## src/rtl/seg7_scan_driver.sv

```systemverilog
// seg7_scan_driver: multiplexed hex 7-segment driver.
// A packed hex value is latched into a shadow set. The shadow set moves to the
// displayed (active) set only at a frame boundary, so a frame never tears.
// Digits are scanned one at a time onto a shared segment bus with one-hot anodes.
// The output stage is registered and lags the scan state by one cycle.
module seg7_scan_driver #(
  parameter int NUM_DIGITS     = 4,
  parameter int REFRESH_DIV    = 50000,
  parameter int LZ_BLANK       = 0,
  parameter int SEG_ACTIVE_LOW = 0,
  parameter int AN_ACTIVE_LOW  = 1
) (
  input  logic                      clk,
  input  logic                      rst_n,
  input  logic                      enable,
  input  logic                      load,
  input  logic [4*NUM_DIGITS-1:0]   value,
  input  logic [NUM_DIGITS-1:0]     dp_in,
  input  logic [NUM_DIGITS-1:0]     blank_in,
  output logic [6:0]                seg,
  output logic                      dp_out,
  output logic [NUM_DIGITS-1:0]     an,
  output logic [2:0]                digit_idx,
  output logic                      frame_start
);

  localparam int                    DIV_W    = $clog2(REFRESH_DIV);
  localparam logic [DIV_W-1:0]      DIV_LAST = DIV_W'(REFRESH_DIV - 1);
  localparam logic [2:0]            IDX_LAST = 3'(NUM_DIGITS - 1);
  // Inactive levels; XOR-ing an active-high pattern with these applies polarity.
  localparam logic [6:0]            SEG_OFF  = (SEG_ACTIVE_LOW != 0) ? 7'h7f : 7'h00;
  localparam logic                  DP_OFF   = (SEG_ACTIVE_LOW != 0) ? 1'b1 : 1'b0;
  localparam logic [NUM_DIGITS-1:0] AN_OFF   = (AN_ACTIVE_LOW != 0) ? {NUM_DIGITS{1'b1}}
                                                                    : {NUM_DIGITS{1'b0}};

  // Hex nibble to active-high {a,b,c,d,e,f,g} pattern.
  function automatic logic [6:0] seg7_enc(input logic [3:0] nib);
    logic [6:0] pat;
    case (nib)
      4'h0: pat = 7'b1111110;
      4'h1: pat = 7'b0110000;
      4'h2: pat = 7'b1101101;
      4'h3: pat = 7'b1111001;
      4'h4: pat = 7'b0110011;
      4'h5: pat = 7'b1011011;
      4'h6: pat = 7'b1011111;
      4'h7: pat = 7'b1110000;
      4'h8: pat = 7'b1111111;
      4'h9: pat = 7'b1110011;
      4'ha: pat = 7'b1110111;
      4'hb: pat = 7'b0011111;
      4'hc: pat = 7'b1001110;
      4'hd: pat = 7'b0111101;
      4'he: pat = 7'b1001111;
      4'hf: pat = 7'b1000111;
      default: pat = 7'b0000000;
    endcase
    return pat;
  endfunction

  logic [DIV_W-1:0]        div_cnt_r;
  logic [2:0]              idx_r;
  logic [4*NUM_DIGITS-1:0] shadow_val_r, act_val_r;
  logic [NUM_DIGITS-1:0]   shadow_dp_r, act_dp_r;
  logic [NUM_DIGITS-1:0]   shadow_blank_r, act_blank_r;
  logic [6:0]              seg_r;
  logic                    dp_r;
  logic [NUM_DIGITS-1:0]   an_r;
  logic [2:0]              digit_idx_r;
  logic                    frame_start_r;

  logic                    tick_s;
  logic                    wrap_s;
  logic [3:0]              nib_s;
  logic                    dp_bit_s;
  logic                    blank_bit_s;
  logic [NUM_DIGITS-1:0]   hot_s;
  logic                    upper_nz_s;
  logic                    dark_s;

  assign tick_s = (div_cnt_r == DIV_LAST);
  assign wrap_s = tick_s && (idx_r == IDX_LAST);

  // Select the current digit's data and check whether it or any higher nibble is non-zero.
  always_comb begin
    nib_s       = 4'h0;
    dp_bit_s    = 1'b0;
    blank_bit_s = 1'b0;
    hot_s       = {NUM_DIGITS{1'b0}};
    upper_nz_s  = 1'b0;
    for (int i = 0; i < NUM_DIGITS; i++) begin
      nib_s       = (idx_r == 3'(i)) ? act_val_r[4*i +: 4] : nib_s;
      dp_bit_s    = (idx_r == 3'(i)) ? act_dp_r[i]         : dp_bit_s;
      blank_bit_s = (idx_r == 3'(i)) ? act_blank_r[i]      : blank_bit_s;
      hot_s[i]    = (idx_r == 3'(i));
      upper_nz_s  = upper_nz_s | ((3'(i) >= idx_r) && (act_val_r[4*i +: 4] != 4'h0));
    end
    // Digit 0 is never treated as a leading zero.
    dark_s = !enable || blank_bit_s ||
             ((LZ_BLANK != 0) && (idx_r != 3'd0) && !upper_nz_s);
  end

  // Refresh divider and digit scan index.
  always_ff @(posedge clk) begin
    if (!rst_n) begin
      div_cnt_r <= {DIV_W{1'b0}};
      idx_r     <= 3'd0;
    end else begin
      div_cnt_r <= tick_s ? {DIV_W{1'b0}} : div_cnt_r + 1'b1;
      if (tick_s) begin
        idx_r <= (idx_r == IDX_LAST) ? 3'd0 : idx_r + 3'd1;
      end
    end
  end

  // Shadow capture on every load strobe.
  always_ff @(posedge clk) begin
    if (!rst_n) begin
      shadow_val_r   <= {(4*NUM_DIGITS){1'b0}};
      shadow_dp_r    <= {NUM_DIGITS{1'b0}};
      shadow_blank_r <= {NUM_DIGITS{1'b0}};
    end else if (load) begin
      shadow_val_r   <= value;
      shadow_dp_r    <= dp_in;
      shadow_blank_r <= blank_in;
    end
  end

  // Active set updates only at the frame boundary; a load on that edge bypasses the shadow.
  always_ff @(posedge clk) begin
    if (!rst_n) begin
      act_val_r   <= {(4*NUM_DIGITS){1'b0}};
      act_dp_r    <= {NUM_DIGITS{1'b0}};
      act_blank_r <= {NUM_DIGITS{1'b0}};
    end else if (wrap_s) begin
      act_val_r   <= load ? value    : shadow_val_r;
      act_dp_r    <= load ? dp_in    : shadow_dp_r;
      act_blank_r <= load ? blank_in : shadow_blank_r;
    end
  end

  // Registered output stage: drive the digit selected last cycle, with polarity applied.
  always_ff @(posedge clk) begin
    if (!rst_n) begin
      seg_r         <= SEG_OFF;
      dp_r          <= DP_OFF;
      an_r          <= AN_OFF;
      digit_idx_r   <= 3'd0;
      frame_start_r <= 1'b0;
    end else begin
      seg_r         <= dark_s ? SEG_OFF : (seg7_enc(nib_s) ^ SEG_OFF);
      dp_r          <= dark_s ? DP_OFF  : (dp_bit_s ^ DP_OFF);
      an_r          <= dark_s ? AN_OFF  : (hot_s ^ AN_OFF);
      digit_idx_r   <= idx_r;
      frame_start_r <= (idx_r == 3'd0) && (div_cnt_r == {DIV_W{1'b0}});
    end
  end

  assign seg         = seg_r;
  assign dp_out      = dp_r;
  assign an          = an_r;
  assign digit_idx   = digit_idx_r;
  assign frame_start = frame_start_r;

endmodule

```

## config.mk

```make
export PLATFORM = sky130hd
export DESIGN_NAME = seg7_scan_driver
export DESIGN_NICKNAME = d
export VERILOG_FILES = /design/src/rtl/seg7_scan_driver.sv
export SDC_FILE = /design/constraint.sdc
export NUM_CORES = 1
export LEC_CHECK = 0
export CAP_MARGIN = 10
export CORE_UTILIZATION = 52
export CTS_BUF_LIST = sky130_fd_sc_hd__clkbuf_2 sky130_fd_sc_hd__clkbuf_4 sky130_fd_sc_hd__clkbuf_8
export CTS_CLUSTER_DIAMETER = 30
export CTS_CLUSTER_SIZE = 14
export DETAILED_ROUTE_END_ITERATION = 10
export PLACE_DENSITY = 0.78
export SLEW_MARGIN = 10
export SYNTH_ARGS = -nofsm -noshare
export SYNTH_HDL_FRONTEND = slang
export SYNTH_SLANG_ARGS = --single-unit
```

## constraint.sdc

```tcl
create_clock -name clk -period 2.5 [get_ports clk]
set_input_delay 0.375 -clock clk [delete_from_list [all_inputs] [get_ports clk]]
set_output_delay 0.375 -clock clk [all_outputs]
set_load 0.1 [all_outputs]
```

==> results <==
worst paths after layout:
kind	cells past startpoint	endpoint	from
setup / recovery	11	seg[0]	idx_r[1]
hold / removal	1	div_cnt_r[0]	div_cnt_r[0]
setup reg to reg	11	seg[0]	idx_r[1]
hold reg to reg	1	div_cnt_r[0]	div_cnt_r[0]
layer usage:
metal	track usage (%)	part of all wire [%]	vias to the layer above
met5	0	0	-
met4	5.909	1.2	0
met3	4.716	3.0	8
met2	32.65	45	44
met1	27.58	50	1237
li1	-	-	1439
power breakdown:
part,internal [µW],leakage (µW),switching (µW),total [µW]
Combinational,88.0,0.000988,121,209
Sequential,1350,0.000678,12.3,1370
Clock,457,0.0000950,484,942
Total,1900,0.00176,618,2520
critical path, cell delays in order, from the launching register on:
cell	delay [ps]
dfxtp_4	370
inv_1	110
ha_1	180
nor2b_2	190
a221oi_2	80
nor3_2	180
a21oi_2	60
or2_4	280
buf_4	150
ha_1	200
mux2_2	280
a221oi_1	270
flip-flops by register name (all words and copies together), names as in the netlist:
signal / flops
shadow_dp_r: 4
shadow_blank_r: 4
seg: 7
dp_out: 1
idx_r: 3
act_val_r: 16
act_blank_r: 4
div_cnt_r: 16
frame_start: 1
act_dp_r: 4
an: 4
digit_idx: 3
shadow_val_r: 16
layout by cell type, fill, tap and decap left out, types with 2 or more instances in the layout:
cell type	instances
xnor2_1	6
inv_1	10
a21oi_1	7
mux2_2	2
or4_1	2
ha_2	2
mux2i_1	25
nor2b_1	28
clkinvlp_4	2
o211ai_1	2
o21ai_0	27
a311oi_1	2
buf_4	29
nor3_1	7
nor4_1	2
ha_1	9
clkbuf_8	9
a22oi_1	2
clkdlybuf4s50_1	27
ha_4	2
nor2_1	27
and3_2	2
nand2_1	42
clkinv_2	3
nand3_1	10
or3_1	3
xor2_1	9
dfxtp_1	81
and2_1	29
and3_1	3
a211oi_1	3
stage by stage:
step	setup WS [ps]	instance area, µm²	setup TNS (ps)
CTS	-48.38	4347	-48.38
floorplan	113.4	3636	0
global route	-80.60	4397	-106.1
finish	71.97	4397	0
global placement	74.90	4130	0
detailed placement	-134.2	4130	-134.2
logic make-up after synthesis:
group	after synthesis	synth area share (%)
XOR/XNOR	15	3.613
adder cells (fa/ha/maj)	13	4.474
multiplexers	27	7.502
flip-flops	83	45.70
buffers and inverters	32	3.510
AND/OR/NAND/NOR	168	24.29
AO/OA/AOI/OAI	59	10.91
area by class of cell:
type                            instances  area [µm²]  share of cell area [%]
Clock buffer                            9       123.9                   2.817
Inverter                               11       41.29                  0.9391
Multi-Input combinational cell        282        1897                   43.14
Sequential cell                        83        1667                   37.91
Tap cell                               80       100.1                   2.277
Timing Repair Buffer                   57       499.2                   11.35
Clock inverter                          7       68.82                   1.565
repair_timing:
item | in CTS | in global routing
buffers inserted | 0 | 2
pin swaps | 1 | 5
gates resized for setup | 6 | 9
hold buffers | 0 | 0
endpoints found under the setup margin | 2 | 4
==> flow_summary_export.csv <==
group,metric,value,unit
run_status,status,"completed",
critical_path,startpoint_type,"register",
floorplan,io_pins,44,
logic_synthesis,ys_types,52,
logic_synthesis,synth_edf_count,0,
grt,grt_max_degree,54,
clock_network,cts_inserted_buffers,9,
grt,first_global_vias,2523,
critical_path,required,2750,ps
timing,max-slew-margin-rel,43.39,%
critical_path,endpoint_kind,"register",
timing,finalSetupViolations,0,
floorplan,die_w,85.62,µm
critical_path,cp_max_fo,5,
grt,overflow,0,
flow_run,drv_cap,0,
drt,vias,2728,
logic_synthesis,synth_top_cell_area_share,45.70,%
timing,slew_viol_final,0,
clock_network,clk_path_buf_depth,2,
logic_synthesis,yosysMostFrequentCell,"dfxtp_1",
logic_synthesis,synthArstFlopShare,0,%
finish,layout.cells.non_filler,529,
timing,hold_slack,487.3,ps
power_and_ir_drop,power,2517,µW
grt,antenna_found_initial,0,
clock_network,cts_root_buf,"clkbuf_8",
finish,synthToLayoutAreaGrowth,20.92,%
finish,n_antenna_cell,0,
critical_path,rrSetupSlack,70,ps
placed_design,place_inst,511,
power_and_ir_drop,cellPowerDensity,572.5,nW/µm²
floorplan,initial_core_util,53.81,%
drt,routed_wl,7066,µm
critical_path,worstPathArrival,2680,ps
logic_synthesis,synthTopCellsByCount,"dfxtp_1 (83), nand2_1 (42), and2_1 (29), nor2_1 (28), nor2b_1 (28)",
logic_synthesis,synth_area_leaders,"dfxtp_1 (46%), mux2i_1 (6.9%), and2_1 (5.0%)",
critical_path,path_class,"register to register",
drt,dr.pass1.iters,4,
drt,drc,0,
logic_synthesis,synth_top_area_cell,"dfxtp_1",
logic_synthesis,syn_avg_cell_area,9.159,µm²
floorplan,rows,30,
clock_network,clkSinkCount,83,
logic_synthesis,syn-cell-area,3636,µm²
grt,grt_pass1_wl,11750,µm
logic_synthesis,syn_inst,397,
drt,viasPerCell,5.157,
logic_synthesis,syn-num-nets,438,
timing,period_minus_slack,2428,ps
logic_synthesis,synth_seq_cells,83,
floorplan,die_area,7331,µm²
drt,drtIter0Drc,131,
logic_synthesis,ys.flop_type,"dfxtp_1",
finish,layout.nets,485,
finish,utilization,65.07,%
placed_design,gp_congestion,0.8391,
timing,finalCritPeriodShare,97.12,%
power_and_ir_drop,p_leak,0.001761,µW
power_and_ir_drop,ir_worst_vdd,0.0004181,V
floorplan,fp.coreArea,6756,µm²
floorplan,fp.dieH,85.62,µm
finish,drive_gt1_share,15.14,%
finish,fillers,565,
clock_network,htreeDepth,3,
drt,wl_per_cell,13.36,µm
timing,skew,9.983,ps
logic_synthesis,yosysSeqAreaShare,45.70,%
grt,grt_usage,20.37,%
clock_network,clkLatencyLatePin,350,ps
timing,hold_viol_final,0,
timing,worst_pin_slew,845.5,ps
hold_path,worst_hold_path_type,"register to register",
drt,ant_nets,0,
placed_design,portBuffers,43,
logic_synthesis,yosysWarningCount,0,
clock_network,path_clk_slew,90,ps
placed_design,dp_hpwl,4968,µm
clock_network,cts_tree,"done",
timing,fmax,411.9,MHz
(Power assumes the default switching activity.)
